===== src/rtl/proc_sequencer_if.sv =====
// Run-control bus between the 3BC sequencer and its surroundings
// (start handshake, instruction word, PC control, write gates, status).
interface proc_sequencer_if #(
    parameter int PC_W  = 10,
    parameter int CNT_W = 16
);
    logic             start;
    logic [PC_W-1:0]  start_addr;
    logic [8:0]       instruction;
    logic             pc_init;
    logic             pc_en;
    logic             reg_wr_gate;
    logic             mem_wr_gate;
    logic             busy;
    logic             done;
    logic [PC_W-1:0]  init_addr;
    logic [CNT_W-1:0] cycle_count;

    modport master (
        output start, start_addr, instruction,
        input  pc_init, pc_en, reg_wr_gate, mem_wr_gate, busy, done, init_addr, cycle_count
    );

    modport slave (
        input  start, start_addr, instruction,
        output pc_init, pc_en, reg_wr_gate, mem_wr_gate, busy, done, init_addr, cycle_count
    );
endinterface


===== src/rtl/proc_sequencer.sv =====
// Run-control FSM for the 3BC single-cycle processor: start/done handshake,
// PC start-address load, write gating, LDR stall insertion and cycle counting.
module proc_sequencer #(
    parameter int         PC_W    = 10,
    parameter int         CNT_W   = 16,
    parameter int         MEM_LAT = 1,
    parameter logic [3:0] LDR_OP  = 4'b1011
) (
    input logic             clk,
    input logic             rst_n,
    proc_sequencer_if.slave bus
);
    // state      | meaning
    // S_IDLE     | waiting for start after reset
    // S_INIT     | start held high; PC loads the start address
    // S_RUN      | one instruction per cycle
    // S_MEM_WAIT | LDR stall while data memory returns read data
    // S_DONE     | halt word reached; done held until next start
    typedef enum logic [2:0] {
        S_IDLE,
        S_INIT,
        S_RUN,
        S_MEM_WAIT,
        S_DONE
    } state_t;

    localparam logic [8:0]        HALT_WORD = 9'h1FF;
    localparam int                WAIT_W    = (MEM_LAT > 2) ? $clog2(MEM_LAT) : 1;
    localparam logic [WAIT_W-1:0] WAIT_INIT = WAIT_W'((MEM_LAT > 0) ? MEM_LAT - 1 : 0);

    state_t            state, state_nxt;
    logic [WAIT_W-1:0] wait_cnt, wait_cnt_nxt;
    logic [CNT_W-1:0]  cycle_count;
    logic [PC_W-1:0]   init_addr;
    logic              is_halt, is_ldr, cnt_inc;
    logic              pc_en, reg_wr_gate, mem_wr_gate;

    assign is_halt = (bus.instruction == HALT_WORD);
    assign is_ldr  = (bus.instruction[8:5] == LDR_OP);

    always_ff @(posedge clk or negedge rst_n) begin
        if (!rst_n) begin
            state    <= S_IDLE;
            wait_cnt <= '0;
        end else begin
            state    <= state_nxt;
            wait_cnt <= wait_cnt_nxt;
        end
    end

    always_comb begin
        state_nxt    = state;
        wait_cnt_nxt = wait_cnt;
        pc_en        = 1'b0;
        reg_wr_gate  = 1'b0;
        mem_wr_gate  = 1'b0;
        cnt_inc      = 1'b0;
        case (state)
            S_IDLE: begin
                if (bus.start) state_nxt = S_INIT;
            end
            S_INIT: begin
                if (!bus.start) state_nxt = S_RUN;
            end
            S_RUN: begin
                cnt_inc = !is_halt;
                // start aborts the program and wins over any decode
                if (bus.start) begin
                    state_nxt = S_INIT;
                end else if (is_halt) begin
                    state_nxt = S_DONE;
                end else if (is_ldr && (MEM_LAT > 0)) begin
                    wait_cnt_nxt = WAIT_INIT;
                    state_nxt    = S_MEM_WAIT;
                end else begin
                    pc_en       = 1'b1;
                    reg_wr_gate = 1'b1;
                    mem_wr_gate = 1'b1;
                end
            end
            S_MEM_WAIT: begin
                cnt_inc = 1'b1;
                if (bus.start) begin
                    state_nxt = S_INIT;
                end else if (wait_cnt != '0) begin
                    wait_cnt_nxt = wait_cnt - WAIT_W'(1);
                end else begin
                    // final LDR cycle: write back the loaded value, never store
                    pc_en       = 1'b1;
                    reg_wr_gate = 1'b1;
                    state_nxt   = S_RUN;
                end
            end
            S_DONE: begin
                if (bus.start) state_nxt = S_INIT;
            end
            default: state_nxt = S_IDLE;
        endcase
    end

    always_ff @(posedge clk or negedge rst_n) begin
        if (!rst_n) begin
            cycle_count <= '0;
            init_addr   <= '0;
        end else begin
            if (state == S_INIT) begin
                cycle_count <= '0;
                init_addr   <= bus.start_addr;
            end else if (cnt_inc && (cycle_count != '1)) begin
                cycle_count <= cycle_count + CNT_W'(1);
            end
        end
    end

    assign bus.pc_init     = (state == S_INIT);
    assign bus.busy        = (state == S_RUN) || (state == S_MEM_WAIT);
    assign bus.done        = (state == S_DONE);
    assign bus.pc_en       = pc_en;
    assign bus.reg_wr_gate = reg_wr_gate;
    assign bus.mem_wr_gate = mem_wr_gate;
    assign bus.init_addr   = init_addr;
    assign bus.cycle_count = cycle_count;
endmodule


===== src/flat_wrapper.sv =====
// flat-port wrapper written by rule: the top's interface ports become plain ports
module proc_sequencer_flat 
#(
    parameter int         PC_W    = 10,
    parameter int         CNT_W   = 16,
    parameter int         MEM_LAT = 1,
    parameter logic [3:0] LDR_OP  = 4'b1011
)
  (clk, rst_n, bus_start, bus_start_addr, bus_instruction, bus_pc_init, bus_pc_en, bus_reg_wr_gate, bus_mem_wr_gate, bus_busy, bus_done, bus_init_addr, bus_cycle_count);
  proc_sequencer_if #(.PC_W(PC_W), .CNT_W(CNT_W)) bus_i ();
  input logic clk;
  input logic rst_n;
  input wire logic [$bits(bus_i.start)-1:0] bus_start;
  input wire logic [$bits(bus_i.start_addr)-1:0] bus_start_addr;
  input wire logic [$bits(bus_i.instruction)-1:0] bus_instruction;
  output wire logic [$bits(bus_i.pc_init)-1:0] bus_pc_init;
  output wire logic [$bits(bus_i.pc_en)-1:0] bus_pc_en;
  output wire logic [$bits(bus_i.reg_wr_gate)-1:0] bus_reg_wr_gate;
  output wire logic [$bits(bus_i.mem_wr_gate)-1:0] bus_mem_wr_gate;
  output wire logic [$bits(bus_i.busy)-1:0] bus_busy;
  output wire logic [$bits(bus_i.done)-1:0] bus_done;
  output wire logic [$bits(bus_i.init_addr)-1:0] bus_init_addr;
  output wire logic [$bits(bus_i.cycle_count)-1:0] bus_cycle_count;
  assign bus_i.start = bus_start;
  assign bus_i.start_addr = bus_start_addr;
  assign bus_i.instruction = bus_instruction;
  assign bus_pc_init = bus_i.pc_init;
  assign bus_pc_en = bus_i.pc_en;
  assign bus_reg_wr_gate = bus_i.reg_wr_gate;
  assign bus_mem_wr_gate = bus_i.mem_wr_gate;
  assign bus_busy = bus_i.busy;
  assign bus_done = bus_i.done;
  assign bus_init_addr = bus_i.init_addr;
  assign bus_cycle_count = bus_i.cycle_count;
  proc_sequencer #(.PC_W(PC_W), .CNT_W(CNT_W), .MEM_LAT(MEM_LAT), .LDR_OP(LDR_OP)) u_core (.clk(clk), .rst_n(rst_n), .bus(bus_i));
endmodule

===== config.mk =====
export PLATFORM = sky130hd
export DESIGN_NAME = proc_sequencer_flat
export DESIGN_NICKNAME = d
export VERILOG_FILES = /design/src/rtl/proc_sequencer_if.sv /design/src/rtl/proc_sequencer.sv /design/src/flat_wrapper.sv
export SDC_FILE = /design/constraint.sdc
export NUM_CORES = 1
export LEC_CHECK = 0
export ABC_AREA = 1
export ABC_CLOCK_PERIOD_IN_PS = 3000
export CORE_ASPECT_RATIO = 1.25
export CORE_UTILIZATION = 40
export DETAILED_ROUTE_END_ITERATION = 12
export PLACE_DENSITY = 0.71
export SYNTH_ARGS = -nofsm -noshare
export SYNTH_HDL_FRONTEND = slang
export SYNTH_SLANG_ARGS = --single-unit

===== constraint.sdc =====
create_clock -name clk -period 3 [get_ports clk]
set_clock_uncertainty 0.05 [all_clocks]
set_input_delay 0.45 -clock clk [delete_from_list [all_inputs] [get_ports clk]]
set_output_delay 0.45 -clock clk [all_outputs]
set_load 0.01 [all_outputs]

==> results of run 1 <==
[area by class of cell]
class / instances / area, µm²
timing repair buffer: 55 / 545.5
fill: 401 / 1724
clock buffer: 7 / 96.34
tap: 56 / 70.07
clock inverter: 1 / 5.005
sequential: 29 / 725.7
multi-input combinational: 193 / 915.9
inverter: 13 / 48.80
[metal layers]
metal	GRT usage, %	vias to the layer above	part of all wire, %
met3	4.754	10	4.0
met2	35.51	43	51
li1	-	881	-
met5	0	-	0
met1	23.91	780	43
met4	8.081	0	1.8
[worst paths after layout]
| check | from | endpoint | slack (ps) | cells after the start |
|---|---|---|---|---|
| max | bus_instruction[8] | bus_reg_wr_gate | 500 | 7 |
| min | u_core.bus.init_addr[4] | u_core.bus.init_addr[4] | 430 | 2 |
| max reg2reg | u_core.bus.cycle_count[0] | u_core.bus.cycle_count[9] | 1160 | 8 |
| min reg2reg | u_core.bus.init_addr[4] | u_core.bus.init_addr[4] | 430 | 2 |
| max in group asynchronous | rst_n | u_core.state[2] | 2130 | 2 |
| min in group asynchronous | rst_n | u_core.bus.cycle_count[10] | 510 | 2 |
[per-stage QoR]
stage,cells,instance area [µm²]
after floorplan,243,1744
after global placement,346,2306
after detailed placement,346,2306
after CTS,354,2407
after global routing,354,2407
final,354,2407
[worst reg2reg max path: cells and delay by family, from the launching register on]
family,cells,cell delay [ps]
flops,1,440
buf+inv,1,160
simple gates,6,870
fa+ha+maj,1,220
[sequential cells by signal (all words and copies together) (netlist names)]
name / flops
u_core.bus.cycle_count: 16
u_core.bus.init_addr: 10
u_core.state: 3
[cell usage in the layout, fill, tap and decap left out, types with 2 or more instances in the layout]
master            n
buf_4             2
clkbuf_8          7
clkdlybuf4s50_1  53
dfrtp_1          29
inv_1             8
inv_2             4
nand2_1          98
nand2_4           2
nand3_1          28
nand4_1           9
nor2_1           33
nor2_4            2
o21ai_0           3
o21bai_1          3
xor2_1            6
[Yosys cell counts (2+ instances only)]
master     n  area (µm²)
nand2_1   98       367.9
nor2_1    33       123.9
dfrtp_1   29       725.7
nand3_1   28       140.1
nand4_1    9       56.30
inv_1      8       30.03
xor2_1     6       52.55
buf_2      4       20.02
inv_2      4       15.01
o21ai_0    3       15.01
o21bai_1   3       22.52
buf_6      2       22.52
nand2_4    2       22.52
nor2_4     2       22.52
[power by group through the flow]
| stage | combinational, mW | sequential [mW] | clock [mW] |
|---|---|---|---|
| floorplan | 0.470 | 0.597 | 0 |
| global placement | 0.797 | 0.567 | 0 |
| detailed placement | 0.810 | 0.564 | 0 |
| CTS | 0.809 | 0.562 | 0.359 |
| global route | 0.898 | 0.575 | 0.379 |
| finish | 0.797 | 0.561 | 0.353 |
[logic make-up (layout without fill, tap and decap cells)]
family	Yosys count	in the layout	synth area share, %
flip-flops	29	29	41.61
buffers and inverters	21	76	5.882
XOR/XNOR	7	7	3.515
AND/OR/NAND/NOR	177	177	45.41
adder cells (fa/ha/maj)	1	1	0.7172
AO/OA/AOI/OAI	8	8	2.869
==> impl_results.md, run 1 <==
- Number of remaining DRC errors: 0
- GRT Total Usage: between 20% and 30%
- Gpl congestion: 0.8434
- Initial Util: 42.22%
- Outcome: finished, final reports clean
- EDFF count, synth: 0
- Comb pwr share: 46.6%
- Tmin final: around 2500 ps
- Min-Delay Path Class: reg -> reg
- First-pass GRT wire length: 7.038 mm
- Power Total: 1.711 mW
- 1st-iter DRT viols: 118
- Final worst-path cycle share: roughly 83%
- Setup-failing EPs final: 0
- Cells after Synth: about 240
- Crit-path leading delay family: buffers and inverters
- Slew headroom: a little under three quarters
- Worst Path Buf+Inv: 2
- Slowest CP cell: clkdlybuf4s50_1
- Rows: 26
- Via density: 4.842
- Diode count: 0
- Nets: 320
- Post-CTS Setup Bufs: 0
- 1st-pass router iterations: 4
- Initial antenna violation count: 0
- Grt total ovfl: 0
- Clock Latency Late Sink: 280 ps
- Post-synthesis sequential area ratio: 41.61%
- Clock root cell: clkbuf_8
- DP Worst Slack: 480.4 ps
- Sequential Power Share: about 33%
- Largest net degree at the start of global routing: 32
- Chip Width: 61.06 µm
- RSZ-0062 raised after global routing: false
- WP data required: 2500 ps
- Setup TNS Final: 0 ps
- Max-cap violations: 0
- Hold Slack: approximately 430 ps
- CP Max Fanout: 5
- Detailed Place HPWL: 2.938 mm
- Most used cell, CP: clkdlybuf4s50_1
- Final Hold Viols: 0
- CTS tree: built
- Ports: 54
- Slew @ Worst Pin: 426.2 ps
- Pwr dens: 710.8 nW/µm²
- Die area: 4630 µm²
- Switching Share: 40.20%
- Clk pin slew, worst setup/hold paths: 60 ps
- Layout cell share with drive strength beyond 1: 7.383%
- Num CTS Buffers: 5
- Syn Nets: 266
- Die Ht: 75.83 µm
- P&R area growth vs syn: 38.02%
- Startpoint type of the worst setup path: input pin
- Post-Syn Area: approximately 1700 µm²
- Clock Power Share: 20.6%
- Post-synth ARST share: 100.0%
- Pint: 1.023 mW
- Post-CTS Resized: 0
- Vias in the first global route: about 1600
- Sink Count: 29
- Port bufs: 53
- Avg WL per Cell: roughly 12 µm
- Count of state elements after synthesis: 29
- Number of H-tree levels: 2
- Most used DFF post-synth: dfrtp_1
- FMAX: 399.9 MHz
- Fin worst setup slack: approximately 500 ps
- Distinct cells, synth: 26
- VDD IR max: 563.0 µV
- Critical Path AT: 2000 ps
- Pleak: 1.154 nW
- Cts-stage hold buffer count: 0
- Fin. max-slew vios: 0
- Critical Path Sink Type: primary output
- DRT antenna net count: 0
- Core area: around 4100 µm²
- Wirelength, routed: 4.076 mm
- CTS max path bufs: 2
- P_sw: between 0.6 and 0.7 mW
- Synth Area per Inst: 7.178 µm²
- Ys Warns: 0
- CP Cell Sequence: clkdlybuf4s50_1, nand2_1, nor2_1, nand3_1, nand4_1, o21ai_0, clkdlybuf4s50_1
- CP max stage delay: 580 ps
- Final core utilization: 58.27%
- Setup CP Type: in -> out
- Detailed-route via count: 1714
Power figures use the tool's default switching activity.
==> inputs of run 2 (changes only) <==
Settings changed: ABC_CLOCK_PERIOD_IN_PS 3000 to 2500.
Clock period 3 ns to 2.5 ns, I/O delays scaled along.
==> impl_results.md, run 2 (synthesis gave the netlist of run 1 again) <==
- Outcome: finished, final reports clean
- RR Startpoint: u_core.bus.cycle_count[0]
- Pleak: between 1 and 1.5 nW
- Setup TNS Final: 0 ps
- Num CTS Buffers: 5
- Port bufs: 53
- 1st-iter DRT viols: between 60 and 70
- Pint: 1.290 mW
- Biggest registers after layout: u_core.bus.cycle_count x16, u_core.bus.init_addr x10, u_core.state x3
- WP data required: 2080 ps
- FMAX: approximately 420 MHz
- Sink Count: 29
- P&R area growth vs syn: 39.89%
- CP startpoint: bus_instruction[8]
- Rows: 26
- Number of H-tree levels: 2
- Number of remaining DRC errors: 0
- Clk pin slew, worst setup/hold paths: 70 ps
- Biggest register: u_core.bus.cycle_count
- GRT Total Usage: between 20% and 30%
- Initial antenna violation count: 0
- Power Total: 2.144 mW
- First-pass GRT wire length: ~6.9 mm
- 1st-pass router iterations: 4
- Die area: around 4600 µm²
- Layout cell share with drive strength beyond 1: 8.333%
- Vias in the first global route: 1591
- Fin. max-slew vios: 0
- Min-Delay Path Class: in -> async
- Tmin final: around 2400 ps
- Final Hold Viols: 0
- Gpl congestion: 0.8553
- Cts-stage hold buffer count: 0
- Via density: 4.904
- Diode count: 0
- Fill cells: a little under 400
- VDD IR max: 807.4 µV
- Max-cap violations: 0
- Chip Width: roughly 60 µm
- Fin worst setup slack: 129.2 ps
- Setup-failing EPs final: 0
- Detailed Place HPWL: 2.945 mm
- Slew @ Worst Pin: 374.3 ps
- Core area: 4131 µm²
- CTS tree: built
- Clock root cell: clkbuf_8
- Largest net degree at the start of global routing: 32
- Ports: 54
- Post-CTS Setup Bufs: 0
- Nets: around 320
- CTS max path bufs: 2
- Slew headroom: between 70% and 80%
- Die Ht: 75.83 µm
- Initial Util: ~42%
- P_sw: 0.8540 mW
- Max reg flops: 16
- Area after DPL: 2321 µm²
- DRT antenna net count: 0
- Critical Path Sink Type: primary output
- Clock Power Share: 22.8%
- Post-route cell area: 2440 µm²
- Sequential Power Share: between 30% and 40%
- Grt total ovfl: 0
- Startpoint type of the worst setup path: input pin
- Switching Share: 39.82%
- RSZ-0062 raised after global routing: false
- DP Worst Slack: 91.70 ps
- Clock Latency Late Sink: 280 ps
- Critical Path AT: around 2000 ps
- Detailed-route via count: 1746
- Pwr dens: 878.9 nW/µm²
- Wirelength, routed: between 4 and 5 mm
- Most frequent cells in the layout: nand2_1, clkdlybuf4s50_1, nor2_1
- Commonest non-fill, non-tap cell in the layout: nand2_1
- Setup CP Type: in -> out
- Avg WL per Cell: 11.57 µm
- Final worst-path cycle share: 94.83%
- CP Max Fanout: 5
- Post-CTS Resized: 0
- Comb pwr share: 45.7%
## run 2: path summary, 6_finish.rpt
check	to	slack, ps	cells past startpoint
hold / removal	u_core.bus.cycle_count[14]	420	2
setup / recovery	bus_reg_wr_gate	130	7
min in group clk	u_core.bus.init_addr[8]	440	2
setup reg to reg	u_core.bus.cycle_count[8]	670	8
hold reg to reg	u_core.bus.init_addr[8]	440	2
max in group asynchronous	u_core.bus.cycle_count[11]	1700	2
## run 2: layout make-up
cell class | count | area, µm² | share of cell area [%]
clock buffer | 5 | 68.82 | 2.821
clock inverter | 3 | 46.29 | 1.897
timing repair buffer | 57 | 560.5 | 22.97
multi-input combinational | 193 | 919.6 | 37.69
tap | 56 | 70.07 | 2.872
sequential | 29 | 725.7 | 29.74
inverter | 13 | 48.80 | 2.000
## run 2: through the flow
stage | hold WS [ps] | std cells | util (%)
floorplan | 29.41 | 243 | -
global placement | 414.0 | 348 | 56.18
detailed placement | 420.7 | 348 | 56.18
CTS | 440.0 | 356 | 58.96
global route | 452.1 | 356 | 59.06
finish | 421.6 | 356 | 59.06
## run 2: worst max-delay path, stage by stage
cell	delay, ps
clkdlybuf4s50_1	420
nand2_1	80
nor2_1	40
nand3_1	120
nand4_1	210
o21ai_2	140
clkdlybuf4s50_1	560
## run 2: power groups by stage
stage	Sequential [mW]	Combinational, mW	Clock, mW
6_report	0.675	0.980	0.489
5_1_grt	0.692	1.10	0.528
4_1_cts	0.675	0.985	0.500
3_5_place_dp	0.678	0.984	0
3_3_place_gp	0.680	0.971	0
2_1_floorplan	0.716	0.564	0
## run 2: metal layers
layer  wire (µm)  GRT usage, %
met1        1780         22.99
met5           0             0
met3         154         5.263
met2        2103         35.99
met4          82         8.838
==> inputs of run 3 (changes only) <==
Settings changed: CELL_PAD_IN_SITES_DETAIL_PLACEMENT set to 0, CELL_PAD_IN_SITES_GLOBAL_PLACEMENT set to 1, CORE_UTILIZATION 40 to 32, PLACE_DENSITY 0.71 to 0.79.
==> impl_results.md, run 3 (synthesis gave the netlist of run 1 again) <==
- Grt total ovfl: 0
- Final worst-path cycle share: about 93%
- Wirelength, routed: 4.338 mm
- CP startpoint: u_core.state[2]
- Fin. max-slew vios: 0
- Chip Width: 68.04 µm
- Power Total: 2.094 mW
- Clock Latency Late Sink: around 280 ps
- Setup CP Type: reg -> out
- Gpl congestion: 0.7799
- 1st-iter DRT viols: 69
- Die Ht: 84.54 µm
- Tmin final: 2334 ps
- GRT busiest layer: met2
- Die area: 5752 µm²
- R2R Path End: u_core.bus.cycle_count[9]
- DRT antenna net count: 0
- Area of the multi-input gates: 915.9 µm²
- Port bufs: 53
- Core area: roughly 5200 µm²
- Critical Path AT: 1910 ps
- Commonest non-fill, non-tap cell in the layout: nand2_1
- CP Max Fanout: 4
- Ports: 54
- Fill cells: ~540
- FF/Latch Area: 725.7 µm²
- Reg-to-reg slack, setup: 650 ps
- Startpoint type of the worst setup path: register
- Setup-failing EPs final: 0
- Initial antenna violation count: 0
- Slew @ Worst Pin: around 390 ps
- Max reg flops: 16
- VDD IR max: 583.7 µV
- Min-Delay Path Class: in -> async
- Met1 track demand over resource: 21.50%
- Diode count: 0
- Setup TNS Final: 0 ps
- Largest net degree at the start of global routing: 32
- 1st-pass router iterations: 4
- Via density: 4.857
- Number of remaining DRC errors: 0
- Pwr dens: 859.1 nW/µm²
- CTS tree: built
- Critical Path Sink Type: primary output
- WP data required: 2080 ps
- DP Worst Slack: approximately 150 ps
- Pleak: between 1 and 1.5 nW
- Num CTS Buffers: 5
- Outcome: finished, final reports clean
- Nets: 323
- Final Hold Viols: 0
- R2r worst-path depth: 8
- Clk pin slew, worst setup/hold paths: about 60 ps
- Clock root cell: clkbuf_8
- Detailed-route via count: 1763
- Placed Cells: 354
- Biggest registers after layout: u_core.bus.cycle_count x16, u_core.bus.init_addr x10, u_core.state x3
- RSZ-0062 raised after global routing: false
- Slew headroom: 73.90%
- GRT met3 Usage: 4.891%
- Rows: 29
- Most frequent cells in the layout: nand2_1, clkdlybuf4s50_1, nor2_1
- Final core utilization: between 40 and 50%
- Sink Count: 29
- Initial Util: ~34%
- Layout cell share with drive strength beyond 1: under 10%
- CTS max path bufs: 2
- FMAX: 428.5 MHz
- First-pass GRT wire length: 7.624 mm
- Post-route cell area: 2437 µm²
- Vias in the first global route: around 1700
- GRT Total Usage: 17.29%
- RR Startpoint: u_core.bus.cycle_count[0]
- Max-cap violations: 0
- Biggest register: u_core.bus.cycle_count
- Avg WL per Cell: 11.95 µm
- Area after DPL: ~2300 µm²
- Hold Slack: 425.5 ps
- Detailed Place HPWL: between 3 and 4 mm
- Number of H-tree levels: 2
- Met2 usage: 28.61%
- Non-filler cells, final: 363
- Fin worst setup slack: 166.4 ps
- P&R area growth vs syn: 39.74%
## run 3: worst max path at each step
stage	slack, ps	to	cells past startpoint
after floorplan	870	bus_reg_wr_gate	4
after global placement	170	bus_reg_wr_gate	7
after detailed placement	150	bus_pc_en	7
after CTS	130	bus_pc_en	4
after global routing	20	bus_reg_wr_gate	7
final	170	bus_mem_wr_gate	5
## run 3: per-layer routing
metal	wire (µm)	part of all wire, %
met5	0	0
met1	1891	44
met3	284	6.5
met2	2126	49
met4	35	0.81
## run 3: power breakdown
part	internal (mW)	leakage (nW)	total [mW]	switching, mW
Combinational	0.409	0.732	0.989	0.581
Sequential	0.586	0.382	0.675	0.0889
Clock	0.248	0.0542	0.429	0.181
## run 3: final cells by class
cell class,count,area share (%)
Sequential cell,29,29.77
Clock buffer,7,3.953
Inverter,13,2.002
Tap cell,62,3.183
Timing Repair Buffer,58,23.31
Clock inverter,1,0.2053
Multi-Input combinational cell,193,37.58
## run 3: timing repair
| item | 4_1_cts | 5_1_grt |
|---|---|---|
| setup endpoints to repair | 0 | 2 |
| hold buffers | 0 | 0 |
| gates resized for setup | 0 | 0 |
| buffers inserted | 0 | 1 |
## run 3: worst max-delay path, cell delays in order, from the launching register on
cell,delay (ps)
dfrtp_1,420
nor3_2,280
nand4_1,200
buf_4,180
inv_1,40
clkdlybuf4s50_1,520
